## config.mk

```make
export PLATFORM = sky130hd
export DESIGN_NAME = operand_collector_flat
export DESIGN_NICKNAME = d
export VERILOG_FILES = /design/src/rtl/operand_collector_if.sv /design/src/rtl/operand_collector.sv /design/src/flat_wrapper.sv
export SDC_FILE = /design/constraint.sdc
export NUM_CORES = 1
export LEC_CHECK = 0
export CORE_AREA = 2 2 133 135
export DETAILED_ROUTE_END_ITERATION = 7
export DIE_AREA = 0 0 135 137
export PLACE_DENSITY = 0.66
export SYNTH_ARGS = -nofsm -noshare
export SYNTH_HDL_FRONTEND = slang
export SYNTH_SLANG_ARGS = --single-unit
```

## constraint.sdc

```tcl
create_clock -name clk -period 3.3 [get_ports clk]
set_clock_uncertainty 0.1 [all_clocks]
set_input_delay 0.495 -clock clk [delete_from_list [all_inputs] [get_ports clk]]
set_output_delay 0.495 -clock clk [all_outputs]
set_load 0.005 [all_outputs]
```

## src/rtl/operand_collector_if.sv

```systemverilog
// Operand A/B valid-ready channels plus the adder issue port (op_a/op_b/op_on/op_ack).
// The collector uses the slave modport; the producer/adder environment uses master.
interface operand_collector_if #(
  parameter int unsigned Width = 16
);
  logic [Width-1:0] a_in_data;
  logic             a_in_valid;
  logic             a_in_ready;
  logic [Width-1:0] b_in_data;
  logic             b_in_valid;
  logic             b_in_ready;
  logic [Width-1:0] op_a;
  logic [Width-1:0] op_b;
  logic             op_on;
  logic             op_ack;

  modport slave (
    input  a_in_data, a_in_valid, b_in_data, b_in_valid, op_ack,
    output a_in_ready, b_in_ready, op_a, op_b, op_on
  );

  modport master (
    output a_in_data, a_in_valid, b_in_data, b_in_valid, op_ack,
    input  a_in_ready, b_in_ready, op_a, op_b, op_on
  );
endinterface

```

## src/rtl/operand_collector.sv

```systemverilog
// Buffers A/B operands in per-channel FIFOs and issues one pair at a time to the adder.
// Define OPERAND_COLLECTOR_ACK_TIMEOUT_EN to add a 15-cycle ack watchdog that drops stuck pairs.
module operand_collector #(
  parameter int unsigned Width = 16,
  parameter int unsigned Depth = 4
) (
  input  logic               clk,
  input  logic               reset,
  operand_collector_if.slave bus,
  output logic               o_done,
  output logic               o_busy,
  output logic [15:0]        o_issue_count,
  output logic               o_timeout_err
);

  localparam int unsigned PtrW = $clog2(Depth);
  localparam int unsigned CntW = $clog2(Depth + 1);

  typedef enum logic [1:0] {StIdle, StIssue, StRelease} state_e;

  state_e           r_state;
  logic [Width-1:0] r_op_a;
  logic [Width-1:0] r_op_b;
  logic             r_op_on;
  logic             r_done;
  logic [15:0]      r_issue_count;

  logic [1:0]       w_push;
  logic [1:0]       w_ready;
  logic [1:0]       w_nonempty;
  logic             w_pop;
  logic             w_timeout;
  logic [Width-1:0] w_in_data [2];
  logic [Width-1:0] w_head [2];

  assign w_in_data[0] = bus.a_in_data;
  assign w_in_data[1] = bus.b_in_data;
  assign w_push       = {bus.b_in_valid & w_ready[1], bus.a_in_valid & w_ready[0]};
  assign w_pop        = (r_state == StIssue) && (bus.op_ack || w_timeout);

  // Ready comes from the registered count only, so a full FIFO never takes a word on a pop edge.
  for (genvar ch = 0; ch < 2; ch++) begin : g_fifo
    logic [Width-1:0] r_mem [Depth];
    logic [PtrW-1:0]  r_wr;
    logic [PtrW-1:0]  r_rd;
    logic [CntW-1:0]  r_cnt;

    always_ff @(posedge clk or posedge reset) begin
      if (reset) begin
        r_wr  <= '0;
        r_rd  <= '0;
        r_cnt <= '0;
      end else begin
        if (w_push[ch]) r_wr <= r_wr + 1'b1;
        if (w_pop)      r_rd <= r_rd + 1'b1;
        r_cnt <= r_cnt + CntW'(w_push[ch]) - CntW'(w_pop);
      end
    end

    always_ff @(posedge clk) begin
      if (w_push[ch]) r_mem[r_wr] <= w_in_data[ch];
    end

    assign w_head[ch]     = r_mem[r_rd];
    assign w_nonempty[ch] = (r_cnt != '0);
    assign w_ready[ch]    = (r_cnt != CntW'(Depth));
  end

  always_ff @(posedge clk or posedge reset) begin
    if (reset) begin
      r_state       <= StIdle;
      r_op_a        <= '0;
      r_op_b        <= '0;
      r_op_on       <= 1'b0;
      r_done        <= 1'b0;
      r_issue_count <= '0;
    end else begin
      r_done <= 1'b0;
      unique case (r_state)
        StIdle: begin
          if (w_nonempty[0] && w_nonempty[1]) begin
            r_op_a  <= w_head[0];
            r_op_b  <= w_head[1];
            r_op_on <= 1'b1;
            r_state <= StIssue;
          end
        end
        StIssue: begin
          if (bus.op_ack) begin
            r_op_on       <= 1'b0;
            r_done        <= 1'b1;
            r_issue_count <= r_issue_count + 16'd1;
            r_state       <= StRelease;
          end else if (w_timeout) begin
            r_op_on <= 1'b0;
            r_state <= StRelease;
          end
        end
        // One cycle with op_on low so the adder can drop ack before the next issue.
        StRelease: r_state <= StIdle;
        default:   r_state <= StIdle;
      endcase
    end
  end

`ifdef OPERAND_COLLECTOR_ACK_TIMEOUT_EN
  logic [3:0] r_wdog;
  logic       r_timeout_err;

  // Counts ack-less ISSUE cycles; the 15th such cycle drops the pair.
  always_ff @(posedge clk or posedge reset) begin
    if (reset) begin
      r_wdog        <= '0;
      r_timeout_err <= 1'b0;
    end else begin
      if (r_state == StIssue && !bus.op_ack) r_wdog <= r_wdog + 4'd1;
      else                                   r_wdog <= '0;
      if (w_timeout) r_timeout_err <= 1'b1;
    end
  end

  assign w_timeout     = (r_state == StIssue) && !bus.op_ack && (r_wdog == 4'd14);
  assign o_timeout_err = r_timeout_err;
`else
  assign w_timeout     = 1'b0;
  assign o_timeout_err = 1'b0;
`endif

  assign bus.a_in_ready = w_ready[0];
  assign bus.b_in_ready = w_ready[1];
  assign bus.op_a       = r_op_a;
  assign bus.op_b       = r_op_b;
  assign bus.op_on      = r_op_on;
  assign o_done         = r_done;
  assign o_busy         = (r_state != StIdle);
  assign o_issue_count  = r_issue_count;

endmodule

```

## src/flat_wrapper.sv

```systemverilog
// flat-port wrapper written by rule: the top's interface ports become plain ports
module operand_collector_flat 
#(
  parameter int unsigned Width = 16,
  parameter int unsigned Depth = 4
)
  (clk, reset, o_done, o_busy, o_issue_count, o_timeout_err, bus_a_in_data, bus_a_in_valid, bus_b_in_data, bus_b_in_valid, bus_op_ack, bus_a_in_ready, bus_b_in_ready, bus_op_a, bus_op_b, bus_op_on);
  operand_collector_if #(.Width(Width)) bus_i ();
  input  logic clk;
  input  logic reset;
  output logic o_done;
  output logic o_busy;
  output logic [15:0] o_issue_count;
  output logic o_timeout_err;
  input wire logic [$bits(bus_i.a_in_data)-1:0] bus_a_in_data;
  input wire logic [$bits(bus_i.a_in_valid)-1:0] bus_a_in_valid;
  input wire logic [$bits(bus_i.b_in_data)-1:0] bus_b_in_data;
  input wire logic [$bits(bus_i.b_in_valid)-1:0] bus_b_in_valid;
  input wire logic [$bits(bus_i.op_ack)-1:0] bus_op_ack;
  output wire logic [$bits(bus_i.a_in_ready)-1:0] bus_a_in_ready;
  output wire logic [$bits(bus_i.b_in_ready)-1:0] bus_b_in_ready;
  output wire logic [$bits(bus_i.op_a)-1:0] bus_op_a;
  output wire logic [$bits(bus_i.op_b)-1:0] bus_op_b;
  output wire logic [$bits(bus_i.op_on)-1:0] bus_op_on;
  assign bus_i.a_in_data = bus_a_in_data;
  assign bus_i.a_in_valid = bus_a_in_valid;
  assign bus_i.b_in_data = bus_b_in_data;
  assign bus_i.b_in_valid = bus_b_in_valid;
  assign bus_i.op_ack = bus_op_ack;
  assign bus_a_in_ready = bus_i.a_in_ready;
  assign bus_b_in_ready = bus_i.b_in_ready;
  assign bus_op_a = bus_i.op_a;
  assign bus_op_b = bus_i.op_b;
  assign bus_op_on = bus_i.op_on;
  operand_collector #(.Width(Width), .Depth(Depth)) u_core (.clk(clk), .reset(reset), .bus(bus_i), .o_done(o_done), .o_busy(o_busy), .o_issue_count(o_issue_count), .o_timeout_err(o_timeout_err));
endmodule
```

==> impl_metrics.json <==
{
  "outcome": "complete, no violations",
  "cts.sink_count": 194,
  "antenna_found_initial": 0,
  "io_buffers": 89,
  "start_util_pct": 44.28,
  "io_pins": 91,
  "dr_total_vias": 3645,
  "maxSlewHeadroom_pct": 42.20,
  "avgSynthCellArea_um2": 19.98,
  "pwr_density_cell_nw_per_um2": 895.8,
  "grt_usage_pct": 15.61,
  "finalWirelength_um": 13460,
  "synth_top_family_by_area": "multiplexers",
  "netlist-cell-type-count": 31,
  "finalHoldViolations": 0,
  "period_minus_slack_ns": 2.178,
  "ys_warn_count": 0,
  "area_delta_synth_final_pct": 23.26,
  "crit_fanout": 6,
  "postRouteAntennaNets": 0,
  "hold_path_class": "in2async",
  "drive_gt1_share_pct": 18.26,
  "dieHeight_um": 137,
  "cts_buffers": 17,
  "maxCapViolations": 0,
  "via_per_inst": 5.077,
  "cp_data_arrival_time_ns": 1.58,
  "max_freq_mhz": 459.2,
  "dieArea_um2": 18500,
  "yosys.area_share.simple_pct": 3.744,
  "leakagePower_nw": 3.438,
  "first_global_vias": 3790,
  "post-cts-setup-buffers": 0,
  "ctsHoldBuffers": 0,
  "startpoint": "u_core.g_fifo[0].r_cnt[1]",
  "critical_path_required_ns": 2.70,
  "end_kind": "output pin",
  "slew_violations": 0,
  "startpoint_type": "flop",
  "drt_iter0_drc": 193,
  "syn_inst": 378,
  "synthXorXnorAreaFrac_pct": 3.131,
  "dp_hpwl_um": 8761,
  "std_cell_rows": 48,
  "synth_area_um2": 7552,
  "post_drt_wl_per_cell_um": 18.75,
  "crit_type": "reg2out",
  "setup_viol": 0,
  "cts.clk_slew.worst_paths_ns": 0.07,
  "clockRootBuffer": "clkbuf_16",
  "drt_first_pass_iters": 4,
  "synth_seq_cells": 194,
  "r2r-start": "u_core.g_fifo[0].r_cnt[1]",
  "synth-seq-area-share_pct": 72.76,
  "cts_resized": 0,
  "tightest_slew_ns": 0.8670,
  "grt_pass1_wl_um": 21060,
  "gp_congestion": 0.7003,
  "dp_cells": 686,
  "drc": 0,
  "clock_path_buffers": 2,
  "ir_drop_mv": 0.5456,
  "synth_compound_area_share_pct": 0.09940,
  "htreeDepth": 4,
  "grt_start_max_net_pins": 25,
  "clk_latency_ns": 0.43,
  "final.setup.tns_ns": 0,
  "rsz0062_at_grt": "false",
  "nets": 530,
  "finish.cell_count_without_fillers": 718,
  "cts_tree": "yes",
  "fin_crit_sh_pct": 66.00,
  "muxShareOfSynthArea_pct": 15.76,
  "core_area_um2": 17060,
  "antennaDiodeCount": 0,
  "synthAdderAreaFrac_pct": 2.353,
  "grt.overflow.total": 0,
  "postSynthNetCount": 428,
  "die_w_um": 135
}
-- layout make-up --
class,instances,area [um2]
fillers,1372,7747
inverters,9,33.78
well taps,225,281.5
clock buffers,19,442.9
clock inverters,13,183.9
multi-input cells,158,1898
repair buffers,100,973.4
flip-flops and latches,194,5495
-- path summary, 6_finish.rpt --
check                           slack (ns)                         to  depth (start not counted)
worst max-delay path                  1.12             bus_a_in_ready                          3
worst min-delay path                  0.34   u_core.o_issue_count[15]                          2
worst max register to register        1.14  u_core.g_fifo[0].r_cnt[2]                          8
worst min register to register        0.38   u_core.o_issue_count[15]                          1
max in group asynchronous             2.03         u_core.bus.op_a[7]                          3
min in group clk                      0.38   u_core.o_issue_count[15]                          1
-- logic make-up (layout without fill, tap and decap cells) --
group / count (synthesis) / count (layout)
flops: 194 / 194
mux: 67 / 67
simple gates: 49 / 49
xor+xnor: 27 / 27
buf+inv: 26 / 141
fa+ha+maj: 13 / 13
other cells: 1 / 1
compound gates: 1 / 1
-- synth_stat cells (all sizes together) --
master,count,area share (%)
mux2,35,5.2
nor3b,1,0.099
fa,2,0.53
mux4,32,11
clkbuf,5,0.25
xor2,5,0.58
or2,2,0.20
dfrtp,66,22
nand3,5,0.33
and2,3,0.25
buf,12,1.4
and4,1,0.12
inv,9,0.45
and3,10,0.83
and3b,2,0.23
ha,11,1.8
nand2,10,0.50
xnor2,22,2.6
nor3,4,0.41
conb,1,0.050
a21o,1,0.099
nand2b,2,0.17
nand4,5,0.41
nor2,4,0.20
edfxtp,128,51
-- through the flow --
stage	hold slack (ns)	utilization (%)	power, W	setup slack, ns	cell area (um2)
after floorplan	0.3683	-	0.005280	1.050	7552
after global placement	0.3613	50.90	0.006180	0.8460	8682
after detailed placement	0.3734	50.90	0.006305	0.7769	8682
after CTS	0.3508	54.58	0.008466	1.096	9309
after global routing	0.3665	54.58	0.008788	0.9587	9309
final	0.3373	54.58	0.008339	1.122	9309
-- power breakdown --
part / internal [W] / switching, W / leakage [nW]
Combinational: 0.00148 / 0.00102 / 1.16
Clock: 0.00129 / 0.000856 / 0.301
Sequential: 0.00332 / 0.000380 / 1.97
-- state kept, by name, indices dropped and copies added (netlist names) --
| signal | cells |
|---|---|
| u_core.bus.op_a | 16 |
| u_core.bus.op_b | 16 |
| u_core.bus.op_on | 1 |
| u_core.g_fifo.r_cnt | 6 |
| u_core.g_fifo.r_mem | 128 |
| u_core.g_fifo.r_rd | 4 |
| u_core.g_fifo.r_wr | 4 |
| u_core.o_done | 1 |
| u_core.o_issue_count | 16 |
| u_core.r_state | 2 |
-- placed cells by master (no fill, tap or decap), types with 3 or more instances in the layout --
cell type and instances:
nor2_1 4, clkdlybuf4s50_1 89, nand3_1 5, dfrtp_1 66, clkbuf_16 17, inv_1 8
and3_1 10, bufinv_16 4, and2_1 3, xor2_1 5, clkinv_4 3, xnor2_1 22
edfxtp_1 128, nand2_1 10, buf_4 11, nor3_1 3, ha_1 11, mux2_2 33
mux4_2 12, mux4_1 20, nand4_1 5
-- routing by layer --
layer / global-route usage, % / up-vias / part of all wire [%]
met2: 26.42 / 77 / 52
met4: 4.688 / 0 / 0.90
li1: - / 1663 / -
met5: 0 / - / 0
met1: 19.35 / 1893 / 43
met3: 4.963 / 12 / 4.8
-- worst max-delay path, cell delays in order, from the launching register on --
cell and delay (ns):
dfrtp_1 0.41, nor2_1 0.07, nand2_1 0.14, clkdlybuf4s50_1 0.54
Note: power is estimated with default switching activity, not from simulation.
